File: config.mk
export PLATFORM = sky130hd
export DESIGN_NAME = flash_read_responder_flat
export DESIGN_NICKNAME = d
export VERILOG_FILES = /design/src/rtl/flash_read_responder_if.sv /design/src/rtl/flash_read_responder.sv /design/src/flat_wrapper.sv
export SDC_FILE = /design/constraint.sdc
export NUM_CORES = 1
export LEC_CHECK = 0
export ABC_AREA = 1
export CAP_MARGIN = 40
export CORE_MARGIN = 2
export CORE_UTILIZATION = 25
export DETAILED_ROUTE_END_ITERATION = 10
export GPL_TIMING_DRIVEN = 0
export PLACE_DENSITY = 0.46
export SYNTH_ARGS = -nofsm -noshare
export SYNTH_HDL_FRONTEND = slang
export SYNTH_SLANG_ARGS = --single-unit
File: constraint.sdc
create_clock -name clk -period 2.9 [get_ports clk]
set_input_delay 0.435 -clock clk [delete_from_list [all_inputs] [get_ports clk]]
set_output_delay 0.435 -clock clk [all_outputs]
set_load 0.02 [all_outputs]
File: src/rtl/flash_read_responder_if.sv
// Avalon-MM read-only slave bundle between the flash read master and the responder.
interface flash_read_responder_if #(
  parameter int ADDR_WIDTH = 23
) ();
  logic [ADDR_WIDTH-1:0] address;
  logic                  read;
  logic [3:0]            byteEnable;
  logic                  waitRequest;
  logic [31:0]           readData;
  logic                  readDataValid;

  modport master (
    output address, read, byteEnable,
    input  waitRequest, readData, readDataValid
  );

  modport slave (
    input  address, read, byteEnable,
    output waitRequest, readData, readDataValid
  );
endinterface

File: src/rtl/flash_read_responder.sv
// Word read slave: queues requests, fetches four bytes each from a fixed-latency
// byte-wide ROM port and returns them little-endian, in order, one word at a time.
module flash_read_responder #(
  parameter int ADDR_WIDTH  = 23,
  parameter int FIFO_DEPTH  = 4,
  parameter int MEM_LATENCY = 1
) (
  input  logic                  clk,
  input  logic                  reset,
  flash_read_responder_if.slave bus,
  output logic [ADDR_WIDTH+1:0] mem_addr,
  output logic                  mem_rd,
  input  logic [7:0]            mem_rdata
);

  localparam int PTR_W = $clog2(FIFO_DEPTH);
  localparam int CNT_W = PTR_W + 1;
  localparam int LAT_W = $clog2(MEM_LATENCY + 1);

  typedef enum logic [1:0] {IDLE, ISSUE, WAIT, RESPOND} state_t;

  state_t                state, state_next;

  logic [ADDR_WIDTH-1:0] fifo_addr [FIFO_DEPTH];
  logic [3:0]            fifo_be   [FIFO_DEPTH];
  logic [PTR_W-1:0]      wr_ptr, rd_ptr;
  logic [CNT_W-1:0]      count;
  logic                  push, pop;

  logic [ADDR_WIDTH-1:0] head_addr;
  logic [3:0]            head_be;
  logic [7:0]            lane_byte;

  logic [1:0]            idx, idx_next;
  logic [LAT_W-1:0]      lat_cnt, lat_cnt_next;
  logic [31:0]           assembly, assembly_next;
  logic [31:0]           read_data_q, read_data_next;
  logic [ADDR_WIDTH+1:0] mem_addr_q, mem_addr_next;

  // Back-pressure comes only from the registered fill level, so a pop never frees a slot early.
  assign bus.waitRequest = (count == CNT_W'(FIFO_DEPTH));
  assign push            = bus.read && !bus.waitRequest;
  assign head_addr       = fifo_addr[rd_ptr];
  assign head_be         = fifo_be[rd_ptr];
  assign bus.readData    = read_data_q;
  assign mem_addr        = mem_addr_q;

  always_ff @(posedge clk) begin
    if (push) begin
      fifo_addr[wr_ptr] <= bus.address;
      fifo_be[wr_ptr]   <= bus.byteEnable;
    end
  end

  always_ff @(posedge clk or negedge reset) begin
    if (!reset) begin
      wr_ptr <= '0;
      rd_ptr <= '0;
      count  <= '0;
    end else begin
      if (push) wr_ptr <= wr_ptr + 1'b1;
      if (pop)  rd_ptr <= rd_ptr + 1'b1;
      case ({push, pop})
        2'b10:   count <= count + 1'b1;
        2'b01:   count <= count - 1'b1;
        default: count <= count;
      endcase
    end
  end

  always_ff @(posedge clk or negedge reset) begin
    if (!reset) begin
      state       <= IDLE;
      idx         <= 2'd0;
      lat_cnt     <= '0;
      assembly    <= '0;
      read_data_q <= '0;
      mem_addr_q  <= '0;
    end else begin
      state       <= state_next;
      idx         <= idx_next;
      lat_cnt     <= lat_cnt_next;
      assembly    <= assembly_next;
      read_data_q <= read_data_next;
      mem_addr_q  <= mem_addr_next;
    end
  end

  // Disabled lanes are still fetched so every request costs the same number of cycles.
  always_comb begin
    state_next        = state;
    idx_next          = idx;
    lat_cnt_next      = lat_cnt;
    assembly_next     = assembly;
    read_data_next    = read_data_q;
    mem_addr_next     = mem_addr_q;
    mem_rd            = 1'b0;
    pop               = 1'b0;
    bus.readDataValid = 1'b0;
    lane_byte         = head_be[idx] ? mem_rdata : 8'h00;

    case (state)
      IDLE: begin
        if (count != '0) begin
          idx_next      = 2'd0;
          mem_addr_next = {head_addr, 2'd0};
          state_next    = ISSUE;
        end
      end
      ISSUE: begin
        mem_rd       = 1'b1;
        lat_cnt_next = LAT_W'(MEM_LATENCY);
        state_next   = WAIT;
      end
      WAIT: begin
        if (lat_cnt == LAT_W'(1)) begin
          assembly_next[8*idx +: 8] = lane_byte;
          if (idx == 2'd3) begin
            read_data_next = assembly_next;
            state_next     = RESPOND;
          end else begin
            idx_next      = idx + 2'd1;
            mem_addr_next = {head_addr, idx + 2'd1};
            state_next    = ISSUE;
          end
        end else begin
          lat_cnt_next = lat_cnt - 1'b1;
        end
      end
      RESPOND: begin
        bus.readDataValid = 1'b1;
        pop               = 1'b1;
        state_next        = IDLE;
      end
      default: state_next = IDLE;
    endcase
  end

endmodule

File: src/flat_wrapper.sv
// flat-port wrapper written by rule: the top's interface ports become plain ports
module flash_read_responder_flat 
#(
  parameter int ADDR_WIDTH  = 23,
  parameter int FIFO_DEPTH  = 4,
  parameter int MEM_LATENCY = 1
)
  (clk, reset, mem_addr, mem_rd, mem_rdata, bus_address, bus_read, bus_byteEnable, bus_waitRequest, bus_readData, bus_readDataValid);
  flash_read_responder_if #(.ADDR_WIDTH(ADDR_WIDTH)) bus_i ();
  input  logic clk;
  input  logic reset;
  output logic [ADDR_WIDTH+1:0] mem_addr;
  output logic mem_rd;
  input  logic [7:0] mem_rdata;
  input wire logic [$bits(bus_i.address)-1:0] bus_address;
  input wire logic [$bits(bus_i.read)-1:0] bus_read;
  input wire logic [$bits(bus_i.byteEnable)-1:0] bus_byteEnable;
  output wire logic [$bits(bus_i.waitRequest)-1:0] bus_waitRequest;
  output wire logic [$bits(bus_i.readData)-1:0] bus_readData;
  output wire logic [$bits(bus_i.readDataValid)-1:0] bus_readDataValid;
  assign bus_i.address = bus_address;
  assign bus_i.read = bus_read;
  assign bus_i.byteEnable = bus_byteEnable;
  assign bus_waitRequest = bus_i.waitRequest;
  assign bus_readData = bus_i.readData;
  assign bus_readDataValid = bus_i.readDataValid;
  flash_read_responder #(.ADDR_WIDTH(ADDR_WIDTH), .FIFO_DEPTH(FIFO_DEPTH), .MEM_LATENCY(MEM_LATENCY)) u_core (.clk(clk), .reset(reset), .bus(bus_i), .mem_addr(mem_addr), .mem_rd(mem_rd), .mem_rdata(mem_rdata));
endmodule
After elaboration in Yosys (flattened, before gate mapping)
Memory sizes are Yosys's and may differ from the RTL's.
Index checks and enable logic that the tools add are counted.
- flip-flop bits (word level): 101
- memory bits (writable): 108
- input port bits: 38
- memories: 2
- add/sub/neg operators: 7
- magnitude comparators: 1
- eq/ne operators: 10
- shifts and indexed selects: 2
- mux-type cells: 23
- reduce and logical (&&, ||, !) cells: 11
- memories (memory ; words ; bits a word ; rd ports ; clocked after Yosys merged registers in ; wr ports ; RTL line ; text):
    u_core.fifo_addr ; 4 ; 23 ; 1 ; 0 ; 1 ; flash_read_responder.sv:24 ; logic [ADDR_WIDTH-1:0] fifo_addr [FIFO_DEPTH];
    u_core.fifo_be ; 4 ; 4 ; 1 ; 0 ; 1 ; flash_read_responder.sv:25 ; logic [3:0] fifo_be [FIFO_DEPTH];
- operators with widths (cell ; count):
    25-bit 2-to-1 mux ; 3
    25-bit one-hot mux with 2 select lines ; 1
    5-bit negation with 34-bit output ; 1
    8-bit by 34-bit variable shift with 32-bit output, first input constant ; 1
    8-bit by 34-bit indexed part select with 32-bit output ; 1
    32-bit bitwise mux ; 1
    2-bit 2-to-1 mux ; 6
    2-bit == test, second input constant ; 4
    8-bit 2-to-1 mux ; 1
    2-bit one-hot mux with 4 select lines ; 1
    2-bit by 1-bit adder with 2-bit output, second input constant ; 3
    1-bit 2-to-1 mux ; 6
    3-bit one-hot mux with 2 select lines ; 1
    2-bit nonzero test ; 3
    2-bit by 1-bit == test with 1-bit output, second input constant ; 2
    2-bit by 1-bit != test with 1-bit output, second input constant ; 2
    2-bit one-hot mux with 2 select lines ; 1
    2-bit AND reduction ; 2
    4-bit AND reduction ; 1
    3-bit by 1-bit adder with 3-bit output, second input constant ; 1
    3-bit == test, second input constant ; 1
    2-bit by 3-bit less-than comparator with 1-bit output, second input constant ; 1
    3-bit AND reduction ; 1
    3-bit nonzero test ; 1
    other kinds (8) ; 8

Logic depth before layout (Yosys ltp)
Gate-level depths: netlist of the first run.
An unclocked memory read counts as a cell.
- depth after elaboration: 6
- depth in mapped cells: 12
- gate-level depth less buffers: 11

Least setup slack after synthesis of the first run
Ideal clock, no wire load.
- kind: register to register
- start: reg u_core.wr_ptr[0]
- end: mem u_core.fifo_addr[2][0], enable pin
- setup time: 0.411 ns
- arrival time: 1.814 ns
- slack: 0.675 ns
- stages on the path, launching flop included: 5
- period minus slack after synthesis: 2.225 ns
- cell sequence: dfrtp_1 > inv_1 > ha_1 > inv_1 > nor2_1
- RTL lines (what ; RTL line ; text):
    start, declared ; flash_read_responder.sv:26 ; logic [PTR_W-1:0] wr_ptr, rd_ptr;
    start signal, assigned ; flash_read_responder.sv:61 ; if (push) wr_ptr <= wr_ptr + 1'b1;
    end, declared ; flash_read_responder.sv:24 ;
No word-level cell before the write port.

Final worst setup path of the first run
- start: reg u_core.count[0]
- end: reg u_core.count[1]
- longest elaborated chain between the ends: 5
- ends and longest elaborated chain (what ; RTL line ; text):
    start, declared ; flash_read_responder.sv:27 ; logic [CNT_W-1:0] count;
    start signal, assigned ; flash_read_responder.sv:64 ; 2'b10: count <= count + 1'b1;
    start signal, assigned ; flash_read_responder.sv:65 ; 2'b01: count <= count - 1'b1;
    start signal, assigned ; flash_read_responder.sv:66 ; default: count <= count;
    3-bit == test ; flash_read_responder.sv:41 ; assign bus.waitRequest = (count == CNT_W'(FIFO_DEPTH));
    1-bit zero test ; flash_read_responder.sv:42 ; assign push = bus.read && !bus.waitRequest;
    1-bit logical AND ; flash_read_responder.sv:42 ;
    2-bit by 1-bit == test with 1-bit output or 2-bit == test (tied branches) ; flash_read_responder.sv:63 ; case ({push, pop})
    3-bit one-hot mux with 2 select lines or 2-bit nonzero test (tied branches) ; - ;
Parallel ways exist; a longest one is shown, timed or not.
A chain may end at the register's enable or synchronous reset.

==> flow_metrics.tcl, run 1 <==
set metrics [dict create \
    status "completed" \
    finalClockSkew_ps 21.5 \
    core_sq_um 34500 \
    endpoint "u_core.count[1]" \
    row_count 68 \
    synthArstFlopShare 0.478 \
    numCtsBuffers 24 \
    cp-startpoint "u_core.count[0]" \
    reg2regPathDepth 5 \
    rsz0062_at_grt "no" \
    gp_congestion 0.724 \
    power.total_mw 12.9 \
    io_pins 98 \
    endpoint_kind "flop" \
    swShare 0.369 \
    cap_viol_max_count 0 \
    vias 5905 \
    drc 0 \
    syn_area_sq_um 8760 \
    cellLeakagePower_nw 4.57 \
    drt_iter0_drc 321 \
    port_buffers 97 \
    cts_root_buffer "clkbuf_16" \
    yosysTopAreaCell "edfxtp_1" \
    seq_area_frac_synth 0.653 \
    yosysWarnings 0 \
    clockBufferDepth 3 \
    grt_max_degree 66 \
    hpwl_um 14800 \
    worstMarginPinSlew_ps 646 \
    via_per_inst 4.26 \
    peakVddDrop_uv 690 \
    min_path_type "in2async" \
    drv_slew 0 \
    drive_above_1_share 0.125 \
    p_seq_frac 0.346 \
    rr_startpoint "u_core.count[0]" \
    synth.avg_cell_area_sq_um 11.2 \
    powerDensity_nw_per_um2 1140 \
    synth_top_cells_by_area "edfxtp_1 37%, dfrtp_1 28%, nand2_1 8.7%, nor2_1 3.4%, o21ai_0 3.3%" \
    clkTransAtPathRegs_ps 60 \
    finalWirelength_um 22100 \
    wire_per_inst_um 16.0 \
    grt_pass1_wl_um 34700 \
    clk_latency_ps 540 \
    syn_to_final_growth_pct 29.0 \
    cts_tree "done" \
    clkSinkCount 207 \
    p_clk_frac 0.247 \
    period_minus_slack_ps 2330 \
    fmaxAchievable_mhz 429 \
    antenna_found_initial 3 \
    crit_fanout 8 \
    ys.flop_type "edfxtp_1" \
    start_kind "flop" \
    internal_power_mw 8.16 \
    synth-edff-count 108 \
    ctsHtreeMaxLevel 1 \
    die_y_um 191 \
    die_width_um 191 \
    die_area_sq_um 36500 \
    ys_ff_latch 207 \
    worstPathArrival_ps 2730 \
    required_ps 3300 \
    synth_cells 784 \
    setup_viol 0 \
    r2r_setup_slack_ps 570 \
    period_share 0.803 \
    grt_use_total 0.122 \
    final_hold_viol_count 0 \
    slew_headroom 0.569 \
    synthesis.nets 839 \
    globalRoute.totalOverflow 0 \
    r2r_end "u_core.count[1]" \
    synthDistinctLibCells 38 \
    crit_type "reg2reg" \
    comb_power_share 0.407 \
    firstDrtPassIters 4 \
    grt_pass1_vias 5949 \
    ctsResizeCount 0 \
    start_util 0.254 \
    utilization 0.327 \
    final_common_cell "nand2_1" \
    pre_cts_ws_ps 491 \
    final.setup.worst_slack_ps 571 \
    final_cell_mix "202 x nand2_1, 108 x edfxtp_1, 99 x dfrtp_1" \
    p_switching_mw 4.77 \
    yosys.area.top_type_share 0.370 \
    layout.nets 968 \
    fillers 3572 \
    ant_nets 0 \
]
==> through the flow <==
step | setup TNS (ps) | hold WS, ps | cell area [sq um] | cells
floorplan | 0 | 139 | 8760 | 784
global placement | -399810 | 462 | 10300 | 1336
detailed placement | 0 | 372 | 10400 | 1341
CTS | 0 | 394 | 11300 | 1385
global route | 0 | 413 | 11300 | 1385
finish | 0 | 392 | 11300 | 1386
==> final cells by class <==
cell class	count	area, sq um	share of cell area
well taps	455	569	0.0504
repair buffers	103	1100	0.0971
plain buffers	38	208	0.0184
clock buffers	28	636	0.0562
multi-input cells	483	2650	0.234
clock inverters	15	208	0.0184
inverters	56	211	0.0187
diodes	1	2.50	0.000221
flip-flops and latches	207	5720	0.506
==> state kept, by name, summed over array words and instances (netlist names) <==
name / cells
u_core.assembly: 32
u_core.bus.readData: 32
u_core.count: 3
u_core.fifo_addr: 92
u_core.fifo_be: 16
u_core.lat_cnt: 1
u_core.mem_addr: 25
u_core.rd_ptr: 2
u_core.state: 2
u_core.wr_ptr: 2
==> cells in the mapped netlist (all sizes together) (4+ instances only) <==
cell    count
nor2       80
clkbuf     19
inv        54
mux2       24
nand3      15
nand2     203
xor2        4
dfrtp      99
o21ai      61
buf        19
o21bai     16
a31oi       8
o22ai      31
edfxtp    108
nand4      17
ha         16
==> cells by family after synthesis <==
family,count (synthesis),share of synthesized area
AO/OA/AOI/OAI,119,0.0829
XOR/XNOR,5,0.00500
adder cells (fa/ha/maj),17,0.0251
buffers and inverters,94,0.0479
flip-flops,207,0.653
multiplexers,24,0.0309
AND/OR/NAND/NOR,318,0.155
==> power by group through the flow <==
stage	logic [mW]	clock network [mW]	registers, mW
3_3_place_gp	5.21	0	4.56
3_5_place_dp	5.36	0	4.53
2_1_floorplan	2.84	0	4.94
4_1_cts	5.38	3.28	4.48
5_1_grt	5.83	3.39	4.58
6_report	5.27	3.19	4.47
==> metal layers <==
metal / vias to the layer above / GRT usage / share of wire
met5: - / 0 / 0.00072
met4: 2 / 0.0251 / 0.017
met3: 30 / 0.0250 / 0.047
met2: 123 / 0.198 / 0.46
met1: 2835 / 0.169 / 0.48
li1: 2915 / - / -
==> repair_timing <==
item,CTS,global route
setup buffers,0,0
hold buffers,1,0
endpoints found under the hold margin,34,0
==> how the worst min path moves through the flow <==
stage                        startpoint             endpoint  slack, ps  depth (start not counted)
finish                            reset   u_core.assembly[3]        390                          2
detailed placement                reset   u_core.assembly[3]        370                          1
CTS                               reset  u_core.mem_addr[24]        390                          2
global placement    u_core.assembly[26]  u_core.assembly[26]        460                          2
global route                      reset   u_core.assembly[3]        410                          2
floorplan                         reset   u_core.assembly[0]        140                          0
==> critical path, cell delays in order (launching register included) <==
cell and delay, ps:
dfrtp_1 410, or2_4 260, o21ai_2 510, ha_1 340, fa_1 410, mux2_2 270
Power figures use the tool's default switching activity.
==> inputs of run 2 (changes only) <==
clock period = 2.35 ns   (was 2.9 ns; I/O delays follow)
==> run 2 against run 1 <==
Net effect: clock skew fell by 5.1 ps; via count shrank 0.12%; cell count about the same; core utilization increased by 0.094 points; combinational power up 24%; sequential share of layout area fell by 0.15 points; power rose by 24%; largest cell class unchanged; highest routed layer unchanged.
==> flow_metrics.tcl, run 2 (synthesis gave the netlist of run 1 again) <==
set metrics [dict create \
    row_count 68 \
    status "completed" \
    setup_viol 0 \
    die_area_sq_um 36500 \
    clockBufferDepth 3 \
    vias 5898 \
    grt_max_degree 66 \
    die_width_um 191 \
    hpwl_um 14800 \
    antenna_found_initial 3 \
    syn_to_final_growth_pct 29.4 \
    drv_slew 0 \
    top_register "u_core.fifo_addr" \
    swShare 0.369 \
    ant_nets 0 \
    via_per_inst 4.25 \
    fmaxAchievable_mhz 447 \
    largest_reg_flops 92 \
    clkTransAtPathRegs_ps 60 \
    internal_power_mw 10.1 \
    gp_congestion 0.724 \
    final_area_sq_um 11300 \
    rsz0062_at_grt "no" \
    final_common_cell "nand2_1" \
    cap_viol_max_count 0 \
    p_clk_frac 0.246 \
    final_hold_viol_count 0 \
    peakVddDrop_uv 851 \
    grt_pass1_wl_um 34700 \
    die_y_um 191 \
    powerDensity_nw_per_um2 1410 \
    core_sq_um 34500 \
    period_share 0.952 \
    finalWirelength_um 22100 \
    cts_root_buffer "clkbuf_16" \
    clkSinkCount 207 \
    crit_type "reg2out" \
    cp_slowest_cell "clkdlybuf4s50_1" \
    grt_pass1_vias 5949 \
    worstPathArrival_ps 1880 \
    firstDrtPassIters 4 \
    globalRoute.totalOverflow 0 \
    drc 0 \
    placed_area_sq_um 10400 \
    start_util 0.254 \
    port_buffers 97 \
    start_kind "flop" \
    drive_above_1_share 0.128 \
    slew_headroom 0.576 \
    fillers 3570 \
    worst_path_largest_cell_delay_ps 650 \
    comb_power_share 0.409 \
    finalClockSkew_ps 16.5 \
    crit_fanout 4 \
    period_minus_slack_ps 2240 \
    io_pins 98 \
    cts_tree "done" \
    cellLeakagePower_nw 4.60 \
    power.total_mw 16.0 \
    wire_per_inst_um 15.9 \
    p_switching_mw 5.89 \
    cp_cell_sequence "ha_1, clkdlybuf4s50_1" \
    layout.nets 969 \
    final_cell_mix "202 x nand2_1, 108 x edfxtp_1, 99 x dfrtp_1" \
    ctsHtreeMaxLevel 1 \
    worstMarginPinSlew_ps 636 \
    endpoint_kind "output pin" \
    p_seq_frac 0.345 \
    required_ps 2000 \
    clk_latency_ps 530 \
    grt_use_total 0.122 \
    drt_iter0_drc 329 \
    numCtsBuffers 24 \
    min_path_type "in2async" \
]
==> run 2: cell count changes in the layout (fill, tap and decap cells not counted) <==
cell and delta:
buf_4 +1, dlymetal6s2s_1 +1, nor2_1 -1, clkbuf_2 +1, o21ai_2 -1, nor3_4 +1
clkbuf_1 -1, nor3_2 -1, o21ai_4 +1, clkdlybuf4s50_1 -1, nor2_4 +1
==> run 2: what timing repair did <==
| item | in CTS | in global routing |
|---|---|---|
| setup endpoints to repair | 30 | 42 |
| endpoints found under the hold margin | 34 | 0 |
| resized for setup | 1 | 6 |
| hold buffers | 1 | 0 |
| setup buffers | 0 | 1 |
| pin swaps | 0 | 1 |
==> run 2: area by class of cell <==
type,count,area [sq um],area share
sequential,207,5720,0.505
multi-input combinational,483,2670,0.236
timing repair buffer,104,1110,0.0977
clock buffer,28,636,0.0561
tap,455,569,0.0502
inverter,56,211,0.0187
buffer,38,209,0.0184
clock inverter,15,208,0.0183
antenna,1,2.50,0.000221
==> run 2: worst max-delay path: cells and delay by family (launching register included) <==
family                   cells  cell delay, ps
buffers and inverters        1             650
adder cells (fa/ha/maj)      1             310
flip-flops                   1             400
==> run 2: power by group through the flow <==
| stage | sequential, mW | clock [mW] | combinational [mW] |
|---|---|---|---|
| 2_1_floorplan | 6.09 | 0 | 3.50 |
| 3_3_place_gp | 5.62 | 0 | 6.43 |
| 3_5_place_dp | 5.59 | 0 | 6.61 |
| 4_1_cts | 5.53 | 4.05 | 6.64 |
| 5_1_grt | 5.65 | 4.18 | 7.24 |
| 6_report | 5.52 | 3.93 | 6.53 |
==> run 2: stage by stage <==
step | instances | setup slack [ps] | utilization | hold WS (ps) | setup TNS [ps]
after floorplan | 784 | 125 | - | 56.9 | 0
after global placement | 1336 | -3550 | 0.298 | 462 | -498710
after detailed placement | 1341 | -59.0 | 0.302 | 289 | -807
after CTS | 1385 | 3.67 | 0.327 | 311 | 0
after global routing | 1386 | 2.07 | 0.328 | 331 | 0
final | 1387 | 114 | 0.328 | 309 | 0
==> run 2: path summary, 6_finish.rpt <==
kind                            slack (ps)  cells past startpoint                 from                   end
worst max register to register         160                      8      u_core.state[0]   u_core.mem_addr[10]
worst min register to register         480                      2  u_core.assembly[24]   u_core.assembly[24]
max in group asynchronous             1370                      3                reset       u_core.count[2]
min in group clk                       460                      1    bus_byteEnable[2]  u_core.fifo_be[1][2]
worst max-delay path                   110                      2      u_core.state[0]     bus_readDataValid
worst min-delay path                   310                      2                reset    u_core.assembly[3]
==> run 2: per-layer routing <==
| metal | routed length, um | part of all wire | track usage |
|---|---|---|---|
| met5 | 16 | 0.00072 | 0 |
| met4 | 413 | 0.019 | 0.0251 |
| met3 | 1150 | 0.052 | 0.0250 |
| met2 | 10100 | 0.46 | 0.198 |
| met1 | 10500 | 0.47 | 0.169 |
==> edit 1, RTL diff (settings of run 1) <==
Make the reset (`reset`) synchronous in 2 clocked blocks.
--- a/src/rtl/flash_read_responder.sv
+++ b/src/rtl/flash_read_responder.sv
@@ -52,7 +52,7 @@
     end
   end
 
-  always_ff @(posedge clk or negedge reset) begin
+  always_ff @(posedge clk) begin
     if (!reset) begin
       wr_ptr <= '0;
       rd_ptr <= '0;
@@ -68,7 +68,7 @@
     end
   end
 
-  always_ff @(posedge clk or negedge reset) begin
+  always_ff @(posedge clk) begin
     if (!reset) begin
       state       <= IDLE;
       idx         <= 2'd0;
Check against the original RTL: differs if reset is asserted again (counterexample within 4 cycles, from zero or initial values and one cycle with reset low); with reset held inactive, the same outputs for 10 cycles.
==> edit 1 against run 1 <==
Final area decreased by 0.35%. Setup slack worse by 180 ps. Utilization shrank 0.20 points. Sequential cell count increased by 2. Wire length rose by 5.1%. Global-route usage grew 0.48 points. Synthesized area rose by 0.50%. Critical path type unchanged.
Power is not compared: it rests on default switching activity, and its combinational part moved more than twofold at a synthesized area within 25%.
==> edit 1: results <==
INSERT INTO impl_metrics (metric_group, metric, value, unit) VALUES
('run_status', 'status', 'completed', ''),
('finish', 'post_route_cells_drive_above_1_share', '10.9', '%'),
('finish', 'layout.nets', '1098', ''),
('route', 'firstDrtPassIters', '5', ''),
('route', 'drt-met1-wl', '10900', 'um'),
('global_route', 'initial_antenna_violation_count', '1', ''),
('setup_path', 'cp_top_family', 'simple AND/OR/NAND/NOR gates', ''),
('global_route', 'grt_pass1_wl', '36100', 'um'),
('finish', 'fillerInstances', '3583', ''),
('setup_path', 'critPathMaxStageDelay', '690', 'ps'),
('global_route', 'groute.layer.met1.usage', '16.7', '%'),
('route', 'via_per_inst', '4.30', ''),
('setup_path', 'cp_data_arrival_time', '2970', 'ps'),
('synthesis', 'fraction_of_registers_with_async_set_reset', '0', '%'),
('clocking', 'cts_buffers', '25', ''),
('setup_path', 'cp_slowest_cell', 'sky130_fd_sc_hd__dfxtp_1', ''),
('place', 'placed_cells_incl_taps', '1472', ''),
('global_route', 'grt_start_max_net_pins', '21', ''),
('min_path', 'path_class_of_the_lowest_slack_min_delay_path', 'reg2reg', ''),
('setup_path', 'reg2reg_from', 'u_core.mem_addr[0]', '');
-- edit 1: changes by cell type after synthesis, sizes merged, moves of 17 or more --
cell	before	now
dfxtp	0	101
nand3	15	80
o21a	0	32
o21ai	61	93
nor2	80	154
nand4	17	0
inv	54	96
mux2	24	0
dfrtp	99	0
nand2	203	138
-- edit 1: worst reg2reg max path, delay by kind of cell (launching register included) --
kind	cells	cell delay, ps
flops	1	690
simple gates	5	860
fa+ha+maj	1	490
buf+inv	3	420
-- edit 1: through the flow --
step                instance area (um2)  setup TNS, ps  total power [mW]
global placement                  10300        -100210              5.58
CTS                               11300              0              8.66
detailed placement                10500              0              5.60
global route                      11300              0              8.95
finish                            11300              0              8.52
floorplan                          8800              0              4.74
-- edit 1: how the worst max path moves through the flow --
stage	startpoint	endpoint	slack (ps)	depth (start not counted)
finish	u_core.mem_addr[0]	u_core.bus.readData[21]	390	9
global route	u_core.count[0]	u_core.count[2]	170	10
CTS	u_core.mem_addr[0]	u_core.bus.readData[21]	320	9
detailed placement	bus_read	u_core.count[2]	270	9
global placement	bus_read	u_core.fifo_addr[0][3]	-1010	3
floorplan	u_core.count[0]	u_core.fifo_addr[0][0]	700	4
-- edit 1: area by class of cell --
class	count	area [um2]	area share, %
sequential	209	5270	46.8
multi-input combinational	564	2980	26.5
timing repair buffer	100	1060	9.44
clock buffer	35	693	6.16
tap	455	569	5.06
inverter	99	390	3.47
buffer	45	198	1.76
clock inverter	11	97.6	0.867
antenna	2	5.00	0.0444
-- edit 1: cells by family (layout without fill, tap and decap cells) --
family	Yosys count	count (layout)	share of synthesized area [%]
simple gates	373	373	19.7
fa+ha+maj	16	16	2.36
buf+inv	144	290	6.68
flops	209	209	59.8
other cells	0	2	0
compound gates	175	175	11.4
==> edit 2, RTL diff (flow settings as in run 1) <==
Without the edit above. `ADDR_WIDTH` is set to 23 in 3 places; all go to 31.
--- a/src/rtl/flash_read_responder_if.sv
+++ b/src/rtl/flash_read_responder_if.sv
@@ -1,6 +1,6 @@
 // Avalon-MM read-only slave bundle between the flash read master and the responder.
 interface flash_read_responder_if #(
-  parameter int ADDR_WIDTH = 23
+  parameter int ADDR_WIDTH = 31
 ) ();
   logic [ADDR_WIDTH-1:0] address;
   logic                  read;
--- a/src/rtl/flash_read_responder.sv
+++ b/src/rtl/flash_read_responder.sv
@@ -1,7 +1,7 @@
 // Word read slave: queues requests, fetches four bytes each from a fixed-latency
 // byte-wide ROM port and returns them little-endian, in order, one word at a time.
 module flash_read_responder #(
-  parameter int ADDR_WIDTH  = 23,
+  parameter int ADDR_WIDTH  = 31,
   parameter int FIFO_DEPTH  = 4,
   parameter int MEM_LATENCY = 1
 ) (
--- a/src/flat_wrapper.sv
+++ b/src/flat_wrapper.sv
@@ -1,7 +1,7 @@
 // flat-port wrapper written by rule: the top's interface ports become plain ports
 module flash_read_responder_flat 
 #(
-  parameter int ADDR_WIDTH  = 23,
+  parameter int ADDR_WIDTH  = 31,
   parameter int FIFO_DEPTH  = 4,
   parameter int MEM_LATENCY = 1
 )
Interface: changed (resized bus_address and mem_addr); port bits go from 98 to 114. No check against the original RTL was run, so the function may have changed too.
==> edit 2 against run 1 <==
Total power up 15%. Synthesized area up 17%. Highest routed layer unchanged. Final area up 17%. Clock skew up 3.5 ps. First-iteration DRC count up 1.6%. Sequential cell count up 40. Utilization down 0.26 points. Wire length up 18%. Setup slack worse by 270 ps. Clock power up 12%.
==> edit 2: results <==
INSERT INTO impl_metrics (metric_group, metric, value, unit) VALUES
('synthesis', 'yosys.cell_types.count', '37', ''),
('route', 'total_length_of_routed_met3_wires', '1270', 'um'),
('power', 'total_leakage_power', '5.21', 'nW'),
('route', 'length_of_routed_met2_wiring', '12300', 'um'),
('run_status', 'status', 'completed', ''),
('clocking', 'cts_buffers', '29', ''),
('route', 'dr_total_vias', '6793', ''),
('place', 'dpl_worst_slack', '393', 'ps'),
('synthesis', 'yosys-top-cells-count', '204 x sky130_fd_sc_hd__nand2_1, 140 x sky130_fd_sc_hd__edfxtp_1, 107 x sky130_fd_sc_hd__dfrtp_1', ''),
('global_route', 'grt_pass1_wl', '40700', 'um'),
('synthesis', 'syn_inst', '886', ''),
('synthesis', 'fraction_of_registers_with_async_set_reset', '43.3', '%'),
('global_route', 'globalRouteTotalUtil', '12.4', '%'),
('place', 'routabilityCongestion', '0.745', ''),
('setup_path', 'reg2reg_from', 'u_core.mem_addr[0]', ''),
('global_route', 'initial_antenna_violation_count', '4', ''),
('setup_path', 'cp_max_fo', '9', ''),
('route', 'routed_wirelength', '26100', 'um'),
('finish', 'final_cells', '1594', ''),
('place', 'placement.io_buffers', '113', ''),
('power', 'internal_power', '9.37', 'mW'),
('power', 'max_rail_drop_vdd', '523', 'uV'),
('finish', 'layout.nets', '1102', ''),
('place', 'instance_area_after_placement', '0.0122', 'mm2'),
('clocking', 'clock_sinks', '247', '');
edit 2: cell types whose count changed after synthesis, sizes merged, moves of 7 or more:
cell | run 1 | this run
clkbuf | 19 | 26
o22ai | 31 | 39
mux2 | 24 | 31
edfxtp | 108 | 140
dfrtp | 99 | 107
o21ai | 61 | 77
nor2 | 80 | 98
edit 2: logic make-up (layout without fill, tap and decap cells):
| family | count (synthesis) | count (layout) | synth area share, % |
|---|---|---|---|
| simple gates | 340 | 340 | 14.1 |
| flops | 247 | 247 | 67.2 |
| compound gates | 142 | 142 | 8.24 |
| buf+inv | 104 | 280 | 4.44 |
| mux | 31 | 31 | 3.41 |
| fa+ha+maj | 17 | 17 | 2.15 |
| xor+xnor | 5 | 5 | 0.428 |
edit 2: power by group through the flow:
stage | clock network (mW) | registers, mW | logic [mW]
2_1_floorplan | 0 | 5.80 | 3.18
3_3_place_gp | 0 | 5.38 | 5.95
3_5_place_dp | 0 | 5.34 | 6.13
4_1_cts | 3.71 | 5.28 | 6.16
5_1_grt | 3.84 | 5.38 | 6.68
6_report | 3.57 | 5.27 | 6.02
edit 2: critical path, cell delays in order, from the launching register on:
cell,delay (ps)
sky130_fd_sc_hd__dfrtp_1,470
sky130_fd_sc_hd__inv_1,280
sky130_fd_sc_hd__ha_1,210
sky130_fd_sc_hd__clkinv_1,260
sky130_fd_sc_hd__nor3_1,820
sky130_fd_sc_hd__nand4_1,220
sky130_fd_sc_hd__nand2_1,150
sky130_fd_sc_hd__nand2_1,70
sky130_fd_sc_hd__nand2_1,50
edit 2: cell type report:
type,instances,area (um2)
clock buffers,39,803
well taps,532,666
plain buffers,45,230
clock inverters,15,135
inverters,59,224
repair buffers,122,1320
fillers,4112,27500
flip-flops and latches,247,6880
multi-input cells,535,2930
edit 2: metrics by stage:
step / hold WS (ps) / utilization [%]
CTS: 419 / 32.5
global route: 454 / 32.5
floorplan: 139 / -
finish: 405 / 32.5
global placement: 461 / 29.6
detailed placement: 445 / 30.1
edit 2: how the worst max path moves through the flow:
stage / from / endpoint / slack (ps) / depth (start not counted)
6_report: u_core.mem_addr[0] / u_core.bus.readData[16] / 300 / 8
5_1_grt: u_core.mem_addr[0] / u_core.bus.readData[22] / 50 / 8
4_1_cts: u_core.mem_addr[0] / u_core.bus.readData[21] / 340 / 8
3_5_place_dp: u_core.mem_addr[0] / u_core.bus.readData[21] / 390 / 8
3_3_place_gp: reset / u_core.mem_addr[22] / -3600 / 1
2_1_floorplan: u_core.count[0] / u_core.fifo_addr[0][0] / 280 / 4
edit 2: layer usage:
metal  vias up  track usage (%)
met1      3248             16.4
met4         6             3.14
li1       3340                -
met2       151             20.7
met5         -                0
met3        48             2.73
